--- config.mk ---
export PLATFORM = sky130hd
export DESIGN_NAME = serial_subtractor
export DESIGN_NICKNAME = d
export VERILOG_FILES = /design/src/rtl/arith_pkg.sv /design/src/rtl/full_subtractor.sv /design/src/rtl/serial_subtractor.sv
export SDC_FILE = /design/constraint.sdc
export NUM_CORES = 1
export LEC_CHECK = 0
export BUFFER_PORTS_ARGS = -buffer_cell sky130_fd_sc_hd__buf_2
export CAP_MARGIN = 20
export CORE_ASPECT_RATIO = 0.5
export CORE_MARGIN = 5
export CORE_UTILIZATION = 53
export DETAILED_ROUTE_END_ITERATION = 8
export HOLD_SLACK_MARGIN = 0.15
export PLACE_DENSITY_LB_ADDON = 0.2
export SLEW_MARGIN = 20
export SYNTH_ARGS = -nofsm -noshare
export SYNTH_HDL_FRONTEND = slang
export SYNTH_SLANG_ARGS = --single-unit
--- constraint.sdc ---
create_clock -name clk -period 2 [get_ports clk]
set_input_delay 0.3 -clock clk [delete_from_list [all_inputs] [get_ports clk]]
set_output_delay 0.3 -clock clk [all_outputs]
set_load 0.01 [all_outputs]
--- src/rtl/arith_pkg.sv ---
// ---------------------------------------------------------------------------
// arith_pkg
// Shared definitions for the bit-serial arithmetic blocks.
//   sub_state_e : control FSM states (IDLE, RUN)
//   cnt_width() : bit-counter width needed to count 0..width-1
// ---------------------------------------------------------------------------
package arith_pkg;

  typedef enum logic {
    IDLE = 1'b0,
    RUN  = 1'b1
  } sub_state_e;

  // Counter width for a bit index in 0..width-1; never narrower than 1 bit.
  function automatic int cnt_width(input int width);
    if (width <= 2) return 1;
    return $clog2(width);
  endfunction

endpackage

--- src/rtl/full_subtractor.sv ---
// ---------------------------------------------------------------------------
// full_subtractor
// Single-bit combinational subtractor cell: d = a - b - bin.
// Ports:
//   a    : minuend bit
//   b    : subtrahend bit
//   bin  : borrow in
//   d    : difference bit
//   bout : borrow out
// ---------------------------------------------------------------------------
module full_subtractor (
  input  logic a,
  input  logic b,
  input  logic bin,
  output logic d,
  output logic bout
);

  assign d    = a ^ b ^ bin;
  // Borrow when b exceeds a, or when they are equal and a borrow ripples in.
  assign bout = (~a & b) | (~(a ^ b) & bin);

endmodule

--- src/rtl/serial_subtractor.sv ---
// ---------------------------------------------------------------------------
// serial_subtractor
// Bit-serial two's-complement subtractor, diff = a - b - bin, LSB first,
// one bit per clock using a single reused full_subtractor cell.
// Ports:
//   clk   : rising-edge clock
//   rst_n : asynchronous active-low reset
//   start : request a new subtraction (sampled only while idle)
//   a, b  : minuend / subtrahend, latched on accepted start
//   bin   : borrow-in, latched on accepted start
//   busy  : high while a subtraction is in progress
//   done  : one-cycle pulse when diff/bout are valid
//   diff  : result (mod 2^WIDTH), valid from done until the next start
//   bout  : final borrow-out
//   ovf   : signed overflow (only when SERIAL_SUBTRACTOR_OVF_EN is defined)
// Optional feature macro: SERIAL_SUBTRACTOR_OVF_EN
// ---------------------------------------------------------------------------
module serial_subtractor
  import arith_pkg::*;
#(
  parameter int WIDTH = 8
) (
  input  logic             clk,
  input  logic             rst_n,
  input  logic             start,
  input  logic [WIDTH-1:0] a,
  input  logic [WIDTH-1:0] b,
  input  logic             bin,
  output logic             busy,
  output logic             done,
  output logic [WIDTH-1:0] diff,
  output logic             bout
`ifdef SERIAL_SUBTRACTOR_OVF_EN
  ,
  output logic             ovf
`endif
);

  localparam int            CW   = cnt_width(WIDTH);
  localparam logic [CW-1:0] LAST = CW'(WIDTH - 1);

  sub_state_e       state_q, state_d;
  logic [CW-1:0]    cnt_q, cnt_d;
  logic [WIDTH-1:0] a_sh_q, a_sh_d;
  logic [WIDTH-1:0] b_sh_q, b_sh_d;
  logic             br_q, br_d;
  logic [WIDTH-1:0] diff_q, diff_d;
  logic             bout_q, bout_d;
  logic             busy_q, busy_d;
  logic             done_q, done_d;
`ifdef SERIAL_SUBTRACTOR_OVF_EN
  logic             ovf_q, ovf_d;
`endif

  logic bit_d;
  logic bit_bout;

  // The operand shift registers present the current bit at position 0.
  full_subtractor u_fs (
    .a    (a_sh_q[0]),
    .b    (b_sh_q[0]),
    .bin  (br_q),
    .d    (bit_d),
    .bout (bit_bout)
  );

  always_comb begin
    state_d = state_q;
    cnt_d   = cnt_q;
    a_sh_d  = a_sh_q;
    b_sh_d  = b_sh_q;
    br_d    = br_q;
    diff_d  = diff_q;
    bout_d  = bout_q;
    busy_d  = busy_q;
    done_d  = 1'b0;
`ifdef SERIAL_SUBTRACTOR_OVF_EN
    ovf_d   = ovf_q;
`endif
    case (state_q)
      IDLE: begin
        if (start) begin
          a_sh_d  = a;
          b_sh_d  = b;
          br_d    = bin;
          cnt_d   = '0;
          state_d = RUN;
          busy_d  = 1'b1;
        end
      end
      RUN: begin
        // Result bits enter at the MSB so that after WIDTH shifts the first
        // (LSB) bit has reached position 0.
        diff_d = {bit_d, diff_q[WIDTH-1:1]};
        a_sh_d = a_sh_q >> 1;
        b_sh_d = b_sh_q >> 1;
        br_d   = bit_bout;
        if (cnt_q == LAST) begin
          state_d = IDLE;
          busy_d  = 1'b0;
          done_d  = 1'b1;
          bout_d  = bit_bout;
`ifdef SERIAL_SUBTRACTOR_OVF_EN
          // On the MSB step br_q is the borrow into the MSB.
          ovf_d   = br_q ^ bit_bout;
`endif
        end else begin
          cnt_d = cnt_q + CW'(1);
        end
      end
      default: state_d = IDLE;
    endcase
  end

  always_ff @(posedge clk or negedge rst_n) begin
    if (!rst_n) begin
      state_q <= IDLE;
      cnt_q   <= '0;
      a_sh_q  <= '0;
      b_sh_q  <= '0;
      br_q    <= 1'b0;
      diff_q  <= '0;
      bout_q  <= 1'b0;
      busy_q  <= 1'b0;
      done_q  <= 1'b0;
`ifdef SERIAL_SUBTRACTOR_OVF_EN
      ovf_q   <= 1'b0;
`endif
    end else begin
      state_q <= state_d;
      cnt_q   <= cnt_d;
      a_sh_q  <= a_sh_d;
      b_sh_q  <= b_sh_d;
      br_q    <= br_d;
      diff_q  <= diff_d;
      bout_q  <= bout_d;
      busy_q  <= busy_d;
      done_q  <= done_d;
`ifdef SERIAL_SUBTRACTOR_OVF_EN
      ovf_q   <= ovf_d;
`endif
    end
  end

  assign busy = busy_q;
  assign done = done_q;
  assign diff = diff_q;
  assign bout = bout_q;
`ifdef SERIAL_SUBTRACTOR_OVF_EN
  assign ovf  = ovf_q;
`endif

endmodule

==> reports/qor.yml, run 1 <==
status:
  status: "finished, final reports clean"
timing:
  timing.hold.ws_ns: 0.261
  maxSlewViolCount: 0
  slew_headroom_pct: 54.1
  fin_ws_ns: 0.540
  rsz0062_at_grt: "false"
  period_needed_ns: 1.46
  worstMarginPinSlew_ns: 0.689
  setup_tns_ns: 0
  post-route-period-util_pct: 73.0
  final_hold_viol_count: 0
  finClkSkew_ns: 0.00467
  setup_violations: 0
  clock.fmax_mhz: 685
worst_setup_path:
  cp_data_required_time_ns: 2.16
  end_kind: "register"
  crit_top_cell: "ha_1"
  worst_ep_arrival_time_ns: 1.62
  critical_path_class: "register to register"
  max_stage_delay_ns: 0.39
  critPathMaxFanout: 4
  cpMaxStageDelayCell: "dfrtp_1"
  critPathLaunchType: "register"
  cp_cell_sequence: "ha_1 -> ha_1 -> mux2_2 -> a22o_1"
logic_synthesis:
  ys_types: 18
  yosys-top-cells-count: "32 x dfrtp_1, 19 x mux2i_1, 14 x nand2_1, 14 x o21ai_1, 6 x mux2_2"
  yosysTopAreaCell: "dfrtp_1"
  ys.warnings.count: 0
  syn_avg_cell_area_um2: 12.5
  synthTopCellsByArea: "dfrtp_1 55%, mux2i_1 13%, o21ai_1 4.8%"
  yosysTopAreaCellShare_pct: 55.2
  synthCells: 116
  synth-seq-cells: 32
  synth_ff_type: "dfrtp_1"
  synthArstFlopShare_pct: 100
  syn_area_um2: 1450
  synth_fp_nets: 140
  synth-seq-area-share_pct: 55.2
  synth_most_common_cell: "dfrtp_1"
  synth_edf_count: 0
layout:
  drive_gt1_share_pct: 34.4
  fill_cells: 221
  final_nets: 174
  post-route-util_pct: 66.3
  design_area_um2: 1730
  area_growth_pct: 18.9
  n_antenna_cell: 0
  fin_cells: 188
power:
  p_leak_nw: 0.886
  p_per_area_nw_per_um2: 1530
  vdd_ir_drop_max_v: 0.000582
  total_power_mw: 2.65
grt:
  grt_max_degree: 37
  grt_pass1_wl_um: 4370
  antenna_found_initial: 0
  grtUsageTotal_pct: 14.8
  grt_overflow: 0
  grt_pass1_vias: 947
place:
  dpl.cell_count: 179
  gp_congestion: 0.683
  portBuffers: 30
  dp_hpwl_um: 1730
  post-place-ws_ns: 0.560
  place_area_um2: 1620
detailed_routing:
  wl_um: 2520
  viasPerCell: 4.97
  drc: 0
  drt_iter0_markers: 25
  antenna_left: 0
  first_pass_iters: 4
  vias: 935
  wire_per_inst_um: 13.4
clocking:
  cts_root_buffer: "clkbuf_8"
  post-cts-setup-buffer-count: 0
  h-tree-depth: 2
  clockBufferDepth: 2
  clk_pin_slew_ns: 0.07
  cts_tree: "yes"
  clock_latency_ns: 0.28
  cts.sinks: 32
  cts_buffers: 5
die:
  initial_utilization_pct: 55.8
  die_x_um: 84.0
  die_h_um: 47.0
  dieArea_um2: 3950
  core_um2: 2600
  rows: 13
  ios: 31
min_path:
  worstHoldPathType: "input pin to register"
job:
  maxCapViolations: 0
-- cell type report --
| class | instances | area [µm²] | area share, % |
|---|---|---|---|
| clock buffers | 6 | 82.6 | 4.79 |
| repair buffers | 34 | 195 | 11.3 |
| well taps | 37 | 46.3 | 2.68 |
| multi-input cells | 73 | 576 | 33.4 |
| clock inverters | 2 | 10.0 | 0.580 |
| inverters | 4 | 15.0 | 0.870 |
| flip-flops and latches | 32 | 801 | 46.4 |
-- logic make-up after synthesis --
group           synth area share, %
fa+ha+maj                      3.97
flops                          55.2
xor+xnor                      0.604
compound gates                 6.98
mux                            21.9
buf+inv                        5.17
simple gates                   6.21
-- sequential cells by signal, summed over array words and instances (netlist names) --
signal   cells
state_q      1
busy         1
diff         8
done         1
a_sh_q       8
bout         1
br_q         1
b_sh_q       8
cnt_q        3
-- where the power goes --
part	switching [mW]	internal [mW]	total (mW)
combinational	0.442	0.549	0.991
sequential	0.216	0.933	1.15
clock	0.232	0.274	0.506
-- metal layers --
| metal | wire length (µm) | up-vias | GRT usage (%) |
|---|---|---|---|
| met3 | 171 | 7 | 5.78 |
| met1 | 1210 | 438 | 18.1 |
| met4 | 46 | 0 | 7.69 |
| met2 | 1090 | 27 | 23.9 |
| li1 | - | 463 | - |
| met5 | 0 | - | 0 |
-- critical path, delay by kind of cell (launching register included) --
kind / cells / cell delay (ns)
compound gates: 1 / 0.19
fa+ha+maj: 2 / 0.42
flops: 1 / 0.39
mux: 1 / 0.35
-- placed cells by master (no fill, tap or decap) --
master	instances
and2_1	1
ha_1	3
buf_2	30
buf_4	2
buf_12	1
mux2_2	6
clkinv_2	2
mux2_4	4
a22o_1	2
xnor2_1	1
a21o_1	1
o21ai_1	14
dfrtp_1	32
fa_1	1
mux2i_1	19
nor3b_2	1
clkbuf_8	6
nor2_1	5
inv_1	4
dlygate4sd3_1	1
o22ai_1	1
nand2_1	14
-- what timing repair did --
item / CTS / global route
hold endpoints to repair: 32 / 0
resized for setup: 0 / 0
hold buffers: 1 / 0
-- path summary, 6_finish.rpt --
| check | from | to | slack (ns) | cells after the start |
|---|---|---|---|---|
| setup / recovery | cnt_q[0] | cnt_q[1] | 0.54 | 4 |
| hold / removal | b[7] | b_sh_q[7] | 0.26 | 3 |
| setup reg to reg | cnt_q[0] | cnt_q[1] | 0.54 | 4 |
| hold reg to reg | a_sh_q[5] | a_sh_q[4] | 0.49 | 2 |
| max in group asynchronous | rst_n | done | 0.95 | 2 |
| min in group asynchronous | rst_n | b_sh_q[4] | 0.59 | 2 |
Note: power is estimated with default switching activity, not from simulation.
==> run 2, diff against run 1 <==
Settings changed: CORE_UTILIZATION 53 to 48.
Clock period 2 ns to 1.3 ns, I/O delays scaled along.
==> reports/qor.yml, run 2 (synthesis results as in run 1) <==
status:
  status: "complete, but fails checks"  # was finished, final reports clean
  violations: "setup timing"
die:
  die_h_um: 48.9  # was 47.0 µm
  die_x_um: 87.8  # was 84.0 µm
  rows: 14  # was 13
  initial_utilization_pct: 49.3  # was 55.8%
  ios: 31  # unchanged
  core_um2: 2940  # was 2600 µm²
  dieArea_um2: 4290  # was 3950 µm²
grt:
  grt_util_met3_pct: 5.73  # was 5.78%
  grt_pass1_vias: 957  # was 947
  grt_max_degree: 39  # was 37
  grt_pass1_wl_um: 4170  # was 4370 µm
  antenna_found_initial: 0  # unchanged
  top_usage_layer: "met2"  # unchanged
  grt_overflow: 0  # unchanged
  use_met2_pct: 18.8  # was 23.9%
  grt_use_met1_pct: 16.0  # was 18.1%
  grtUsageTotal_pct: 12.7  # was 14.8%
worst_setup_path:
  cpMaxStageDelayCell: "dfrtp_1"  # unchanged
  max_stage_delay_ns: 0.41  # was 0.39 ns
  cp_cell_sequence: "ha_4 -> ha_4 -> mux2_2 -> a22o_1"  # was ha_1 -> ha_1 -> mux2_2 -> a22o_1
  critPathLaunchType: "register"  # unchanged
  critPathMaxFanout: 2  # was 4
  worst_ep_arrival_time_ns: 1.48  # was 1.62 ns
  cp_data_required_time_ns: 1.46  # was 2.16 ns
  end_kind: "register"  # unchanged
  critical_path_class: "register to register"  # unchanged
  crit_top_cell: "ha_4"  # was ha_1
detailed_routing:
  antenna_left: 0  # unchanged
  first_pass_iters: 4  # unchanged
  wl_um: 2460  # was 2520 µm
  drt_iter0_markers: 30  # was 25
  wire_per_inst_um: 12.5  # was 13.4 µm
  viasPerCell: 4.75  # was 4.97
  drc: 0  # unchanged
  vias: 936  # was 935
place:
  gp_congestion: 0.672  # was 0.683
  dp_hpwl_um: 1750  # was 1730 µm
  portBuffers: 30  # unchanged
  place_area_um2: 1700  # was 1620 µm²
clocking:
  cts.sinks: 32  # unchanged
  cts_tree: "yes"  # unchanged
  clock_latency_ns: 0.28  # about the same
  clockBufferDepth: 2  # unchanged
  clk_pin_slew_ns: 0.06  # was 0.07 ns
  h-tree-depth: 2  # unchanged
  cts_root_buffer: "clkbuf_8"  # unchanged
  cts_buffers: 5  # unchanged
layout:
  layout_common_cells: "32 x dfrtp_1, 30 x buf_2, 19 x mux2i_1"  # unchanged
  area_growth_pct: 25.5  # was 18.9%
  n_antenna_cell: 0  # unchanged
  final_nets: 180  # was 174
  drive_gt1_share_pct: 36.9  # was 34.4%
  layout_commonest_cell: "dfrtp_1"  # unchanged
  design_area_um2: 1820  # was 1730 µm²
timing:
  clock.fmax_mhz: 757  # was 685 MHz
  post-route-period-util_pct: 102  # was 73.0%
  worstMarginPinSlew_ns: 0.411  # was 0.689 ns
  rsz0062_at_grt: "true"  # was false
  maxSlewViolCount: 0  # unchanged
  fin_ws_ns: -0.0216  # was 0.540 ns
  finClkSkew_ns: 0.00580  # was 0.00467 ns
  period_needed_ns: 1.32  # was 1.46 ns
  setup_tns_ns: -0.0271  # was 0 ns
  slew_headroom_pct: 72.6  # was 54.1%
  setup_violations: 2  # was 0
  final_hold_viol_count: 0  # unchanged
job:
  maxCapViolations: 0  # unchanged
min_path:
  worstHoldPathType: "input pin to register"  # unchanged
power:
  p_leak_nw: 0.918  # was 0.886 nW
  p_per_area_nw_per_um2: 2310  # was 1530 nW/µm²
  vdd_ir_drop_max_v: 0.00103  # was 0.000582 V
## run 2: cell types whose count changed in the layout (fill, tap and decap cells not counted)
cell	previous run	this run
clkbuf_1	0	2
clkinv_2	2	0
buf_12	1	3
buf_4	2	6
ha_4	0	2
ha_1	3	1
## run 2: final cells by class
type,count,area (µm²)
Timing Repair Buffer,40,265
Clock buffer,8,90.1
Fill cell,256,1120
Sequential cell,32,801
Inverter,4,15.0
Tap cell,40,50.0
Multi-Input combinational cell,73,601
## run 2: stage by stage
stage               instances  hold slack (ns)  utilization, %  power [mW]  setup slack (ns)
detailed placement        186            0.149            57.7        3.44           -0.0315
floorplan                 116           -0.101               -        2.93          -0.00215
finish                    197            0.164            61.9        4.21           -0.0216
global route              197            0.161            61.9        4.53           -0.0580
global placement          186            0.148            57.7        3.38          -0.00327
CTS                       196            0.158            61.6        4.27           -0.0174
## run 2: where the power goes
part | internal (mW) | leakage, nW | switching, mW
registers | 1.44 | 0.402 | 0.275
logic | 0.983 | 0.471 | 0.761
clock network | 0.431 | 0.0455 | 0.328
total | 2.85 | 0.918 | 1.36
## run 2: path summary, 6_finish.rpt
| check | from | end | slack [ns] | cells after the start |
|---|---|---|---|---|
| max reg2reg | cnt_q[1] | cnt_q[2] | -0.02 | 4 |
| max | cnt_q[1] | cnt_q[2] | -0.02 | 4 |
| max in group asynchronous | rst_n | a_sh_q[2] | 0.48 | 3 |
| min | b[7] | b_sh_q[7] | 0.16 | 3 |
| min in group asynchronous | rst_n | bout | 0.40 | 2 |
| min reg2reg | b_sh_q[1] | b_sh_q[0] | 0.49 | 2 |
## run 2: worst max-delay path, delay by kind of cell (launching register included)
kind | cells | cell delay (ns)
muxes | 1 | 0.25
adders and majority gates | 2 | 0.38
AOI/OAI and AO/OA | 1 | 0.17
DFF | 1 | 0.41
## run 2: repair_timing
action	4_1_cts	5_1_grt
pin swaps	1	2
resized for setup	1	0
buffers inserted	1	1
hold buffers	1	0
hold endpoints to repair	16	0
setup endpoints to repair	2	2
## run 2: per-layer routing
metal	part of all wire (%)	routed length, µm	up-vias
met5	0	0	-
met4	0.57	14	0
met3	6.2	152	2
met2	44	1090	22
met1	49	1200	438
li1	-	-	474
